==> src/rtl/dircc_pkg.sv <==
// Shared widths, stored-beat layout and framing-checker state encoding for the
// DIRCC inter-node link FIFO.
package dircc_pkg;

    localparam int DIRCC_DATA_W  = 32;
    localparam int DIRCC_EMPTY_W = 2;

    // Field order matches the packed word held in each FIFO entry.
    typedef struct packed {
        logic                     sop;
        logic                     eop;
        logic [DIRCC_EMPTY_W-1:0] empty;
        logic [DIRCC_DATA_W-1:0]  data;
    } dircc_beat_t;

    typedef enum logic {
        IDLE   = 1'b0,
        IN_PKT = 1'b1
    } dircc_pkt_state_e;

endpackage

==> src/rtl/dircc_fifo_ram.sv <==
// Simple dual-port register array: one synchronous write port, one
// asynchronous read port so the FIFO head is visible in the same cycle.
module dircc_fifo_ram #(
    parameter int DEPTH = 8,
    parameter int WIDTH = 36
) (
    input  logic                     clk,
    input  logic                     wr_en,
    input  logic [$clog2(DEPTH)-1:0] wr_addr,
    input  logic [WIDTH-1:0]         wr_data,
    input  logic [$clog2(DEPTH)-1:0] rd_addr,
    output logic [WIDTH-1:0]         rd_data
);

    logic [WIDTH-1:0] mem [DEPTH];

    always_ff @(posedge clk) begin
        if (wr_en) begin
            mem[wr_addr] <= wr_data;
        end
    end

    assign rd_data = mem[rd_addr];

endmodule

==> src/rtl/dircc_link_fifo.sv <==
// First-word-fall-through Avalon-ST link FIFO between two DIRCC nodes.
// Define DIRCC_LINK_FIFO_PKT_CHECK_EN to compile in the sop/eop framing checker.
module dircc_link_fifo
    import dircc_pkg::*;
#(
    parameter int DEPTH   = 8,
    parameter int DATA_W  = DIRCC_DATA_W,
    parameter int EMPTY_W = DIRCC_EMPTY_W
) (
    input  logic                     clk_clk,
    input  logic                     reset_reset,
    input  logic [DATA_W-1:0]        in_data,
    input  logic                     in_valid,
    output logic                     in_ready,
    input  logic                     in_startofpacket,
    input  logic                     in_endofpacket,
    input  logic [EMPTY_W-1:0]       in_empty,
    output logic [DATA_W-1:0]        out_data,
    output logic                     out_valid,
    input  logic                     out_ready,
    output logic                     out_startofpacket,
    output logic                     out_endofpacket,
    output logic [EMPTY_W-1:0]       out_empty,
    output logic [$clog2(DEPTH):0]   fill_level,
    output logic [15:0]              error_count
);

    localparam int AW     = $clog2(DEPTH);
    localparam int BEAT_W = DATA_W + EMPTY_W + 2;

    logic [AW-1:0]     wr_ptr_reg;
    logic [AW-1:0]     rd_ptr_reg;
    logic [AW:0]       fill_reg;
    logic [AW:0]       fill_next;
    logic              in_ready_reg;
    logic              accept;
    logic              store_en;
    logic              rd_en;
    logic [BEAT_W-1:0] wr_beat;
    logic [BEAT_W-1:0] rd_beat;

    // The ready register comes out of reset set, but is masked while reset is
    // held so the upstream node sees backpressure until the FIFO is live.
    assign in_ready   = in_ready_reg && !reset_reset;
    assign accept     = in_valid && in_ready;
    assign out_valid  = (fill_reg != '0);
    assign rd_en      = out_valid && out_ready;
    assign fill_level = fill_reg;
    assign fill_next  = fill_reg + (AW+1)'(store_en) - (AW+1)'(rd_en);

    always_ff @(posedge clk_clk) begin
        if (reset_reset) begin
            wr_ptr_reg   <= '0;
            rd_ptr_reg   <= '0;
            fill_reg     <= '0;
            in_ready_reg <= 1'b1;
        end else begin
            if (store_en) begin
                wr_ptr_reg <= wr_ptr_reg + 1'b1;
            end
            if (rd_en) begin
                rd_ptr_reg <= rd_ptr_reg + 1'b1;
            end
            fill_reg     <= fill_next;
            in_ready_reg <= (fill_next != (AW+1)'(DEPTH));
        end
    end

    assign wr_beat = {in_startofpacket, in_endofpacket, in_empty, in_data};
    assign {out_startofpacket, out_endofpacket, out_empty, out_data} = rd_beat;

    dircc_fifo_ram #(
        .DEPTH (DEPTH),
        .WIDTH (BEAT_W)
    ) u_ram (
        .clk     (clk_clk),
        .wr_en   (store_en),
        .wr_addr (wr_ptr_reg),
        .wr_data (wr_beat),
        .rd_addr (rd_ptr_reg),
        .rd_data (rd_beat)
    );

`ifdef DIRCC_LINK_FIFO_PKT_CHECK_EN
    dircc_pkt_state_e state_reg;
    dircc_pkt_state_e state_next;
    logic             frame_err;
    logic [15:0]      err_cnt_reg;

    always_ff @(posedge clk_clk) begin
        if (reset_reset) begin
            state_reg   <= IDLE;
            err_cnt_reg <= '0;
        end else begin
            state_reg <= state_next;
            if (frame_err && err_cnt_reg != 16'hFFFF) begin
                err_cnt_reg <= err_cnt_reg + 16'd1;
            end
        end
    end

    // Orphan beats outside a packet are consumed but dropped; a repeated sop
    // inside a packet is kept (the receiver resynchronises on it) but counted.
    always_comb begin
        state_next = state_reg;
        store_en   = 1'b0;
        frame_err  = 1'b0;
        if (accept) begin
            case (state_reg)
                IDLE: begin
                    if (in_startofpacket) begin
                        store_en = 1'b1;
                        if (!in_endofpacket) begin
                            state_next = IN_PKT;
                        end
                    end else begin
                        frame_err = 1'b1;
                    end
                end
                IN_PKT: begin
                    store_en  = 1'b1;
                    frame_err = in_startofpacket;
                    if (in_endofpacket) begin
                        state_next = IDLE;
                    end
                end
                default: state_next = IDLE;
            endcase
        end
    end

    assign error_count = err_cnt_reg;
`else
    assign store_en    = accept;
    assign error_count = '0;
`endif

endmodule

==> config.mk <==
export PLATFORM = sky130hd
export DESIGN_NAME = dircc_link_fifo
export DESIGN_NICKNAME = d
export VERILOG_FILES = /design/src/rtl/dircc_pkg.sv /design/src/rtl/dircc_fifo_ram.sv /design/src/rtl/dircc_link_fifo.sv
export SDC_FILE = /design/constraint.sdc
export NUM_CORES = 1
export LEC_CHECK = 0
export CORE_ASPECT_RATIO = 1.1
export CORE_MARGIN = 8
export CORE_UTILIZATION = 25
export CTS_CLUSTER_SIZE = 24
export DETAILED_ROUTE_END_ITERATION = 8
export GPL_ROUTABILITY_DRIVEN = 0
export GPL_TIMING_DRIVEN = 1
export SYNTH_ARGS = -nofsm -noshare
export SYNTH_HDL_FRONTEND = slang
export SYNTH_SLANG_ARGS = --single-unit
==> constraint.sdc <==
create_clock -name clk_clk -period 7.6 [get_ports clk_clk]
set_input_delay 1.52 -clock clk_clk [delete_from_list [all_inputs] [get_ports clk_clk]]
set_output_delay 1.52 -clock clk_clk [all_outputs]
set_load 0.005 [all_outputs]
==> results.toml <==
[status]
status = "complete, no violations"

[timing]
finalClockSkew_ns = 0.0110
fmax_mhz = 203
hold_viol_final = 0
setup_slack_ns = 2.68
slew_viol_final = 0
final.setup.tns_ns = 0
worst_pin_slew_ns = 1.01
period_needed_ns = 4.92
fin_crit_sh_pct = 64.7
rsz0062_at_grt = "no"
slew_headroom_pct = 32.5
fin_hold_ws_ns = 0.508
finalSetupViolCount = 0

[cts]
clockBufferDepth = 3
cts_tree = "built"
clkTransAtPathRegs_ns = 0.06
clock_latency_ns = 0.54
postCtsHoldBufs = 0
clock_sinks = 302
htreeDepth = 1
cts_resized = 0
root_buffer = "clkbuf_16"
numCtsBuffers = 28
post_cts_buffers = 0

[synth]
ys_seq_area_share_pct = 74.8
synthCells = 515
synth_top_area_share_pct = 72.5
ys_types = 32
synthTopCellsByArea = "edfxtp_1 (72%), mux4_1 (16%), mux2_2 (3.6%)"
synth_edf_count = 288
yosys_warnings = 0
yosys.area.top_type = "edfxtp_1"
ys_seq_elements = 302
ys.flop_type = "edfxtp_1"
avgSynthCellArea_sq_um = 23.2
synthMostInstantiatedCell = "edfxtp_1"
ys_top_cells_by_count = "edfxtp_1 (288), mux4_1 (72), mux2_2 (38), buf_4 (16), dfxtp_1 (14)"
mappedNetlistArea_sq_um = 11900
async_reset_ff_share_pct = 0

[die]
die_x_um = 224
start_util_pct = 25.1
core_sq_um = 47500
ioPinCount = 98
die_area_sq_um = 55000
die-height_um = 245
num_rows = 84

[min_path]
min_path_type = "reg -> reg"
min_path_cells = 2

[drt]
wl_um = 24500
m1WireLength_um = 10300
drc = 0
wl_per_cell_um = 19.1
routed_via_density = 4.06
drt_iter0_markers = 204
wl_met3_um = 1090
drtAntennaViolNets = 0
dr_total_vias = 5217
highest_layer = "met5"
drt_pass1_iterations = 6
met2_length_um = 12700

[pwr]
ir_drop_mv = 0.154
clkPwrFrac_pct = 33.1
seqPwrFrac_pct = 49.2
power.switching_uw = 922
pwr-share-comb_pct = 17.7
swShare_pct = 23.3
internal_power_uw = 3030
p_per_area_nw_per_um2 = 275
p_leak_uw = 0.00452

[placed_design]
dp_hpwl_um = 13800
dp_slack_ns = 3.14
dpl_cell_area_sq_um = 13500
port_buffers = 81

[worst_setup_path]
path_max_fanout = 38
critPathCaptureType = "output port"
critPathSlowestCell = "dfxtp_4"
worstPathCellList = "buf_4, mux4_1, mux2_2, clkdlybuf4s50_1"
r2r_cells = 11
crit_type = "reg -> out"
cp-start-kind = "flip-flop"
arrival_ns = 3.40
slowest_delay_ns = 0.73
cp.required_ns = 6.08

[layout]
drive_gt1_share_pct = 16.6
final_cell_area_sq_um = 14400
largest_reg_flops = 288
top_register = "u_ram.mem"
syn_to_final_growth_pct = 20.4
utilization_pct = 30.2
layout.nets = 664
diodes = 0

[global_routing]
grt_usage_pct = 8.68
grt_pass1_wl_um = 35700
overflow = 0
grt_max_degree = 73
grt_pass1_vias = 5637
antenna_found_initial = 2

[job]
cap_violations = 0
-- worst max-delay path: cells and delay by family (launching register included) --
kind                   cells  cell delay (ns)
muxes                      2             0.95
DFF                        1             0.73
buffers and inverters      2             1.10
-- worst paths after layout --
path	startpoint	end	slack, ns
worst max-delay path	flip-flop	out_data[13]	2.68
worst min-delay path	rd_ptr_reg[1]	rd_ptr_reg[1]	0.51
worst max register to register	fill_level[2]	in_ready_reg	5.01
worst min register to register	rd_ptr_reg[1]	rd_ptr_reg[1]	0.51
-- power by group through the flow --
stage / Sequential [uW] / Clock, uW / Combinational [uW]
3_3_place_gp: 1980 / 0 / 720
6_report: 1940 / 1310 / 702
4_1_cts: 1950 / 1350 / 728
2_1_floorplan: 1950 / 0 / 414
5_1_grt: 1950 / 1410 / 766
3_5_place_dp: 1980 / 0 / 724
-- stage by stage --
| stage | std cells | power [uW] |
|---|---|---|
| CTS | 1284 | 4030 |
| finish | 1284 | 3960 |
| global placement | 1232 | 2700 |
| floorplan | 530 | 2370 |
| global route | 1284 | 4130 |
| detailed placement | 1232 | 2710 |
-- layout make-up --
cell class | count | area, sq um
fillers | 4630 | 33100
flip-flops and latches | 302 | 8940
multi-input cells | 185 | 2820
repair buffers | 95 | 916
well taps | 645 | 807
clock buffers | 33 | 741
clock inverters | 19 | 119
inverters | 5 | 18.8
-- per-layer routing --
metal | GRT usage (%) | up-vias
met4 | 2.46 | 4
met2 | 15.8 | 92
met1 | 10.2 | 2721
met5 | 0 | -
li1 | - | 2374
met3 | 1.87 | 26
-- logic make-up (layout without fill, tap and decap cells) --
logic type               count (synthesis)  in the layout  synth area share, %
other                                    1             16               0.0314
buffers and inverters                   43            152                 2.38
adder cells (fa/ha/maj)                  7              7                0.797
flip-flops                             302            302                 74.8
AND/OR/NAND/NOR                         41             41                 1.93
XOR/XNOR                                 4              4                0.294
AO/OA/AOI/OAI                            7              7                0.294
multiplexers                           110            110                 19.4
-- layout by cell type (no fill, tap or decap), types with 6 or more instances in the layout --
master,netlist,routed
clkinv_1,0,6
mux4_1,72,72
clkbuf_16,0,29
mux2_2,38,38
edfxtp_1,288,288
clkinv_2,0,10
nor2_1,9,6
dfxtp_1,14,11
buf_4,16,14
clkdlybuf4s50_1,0,81
conb_1,1,16
ha_1,6,6
No activity file was read; power rests on OpenSTA's default activity.
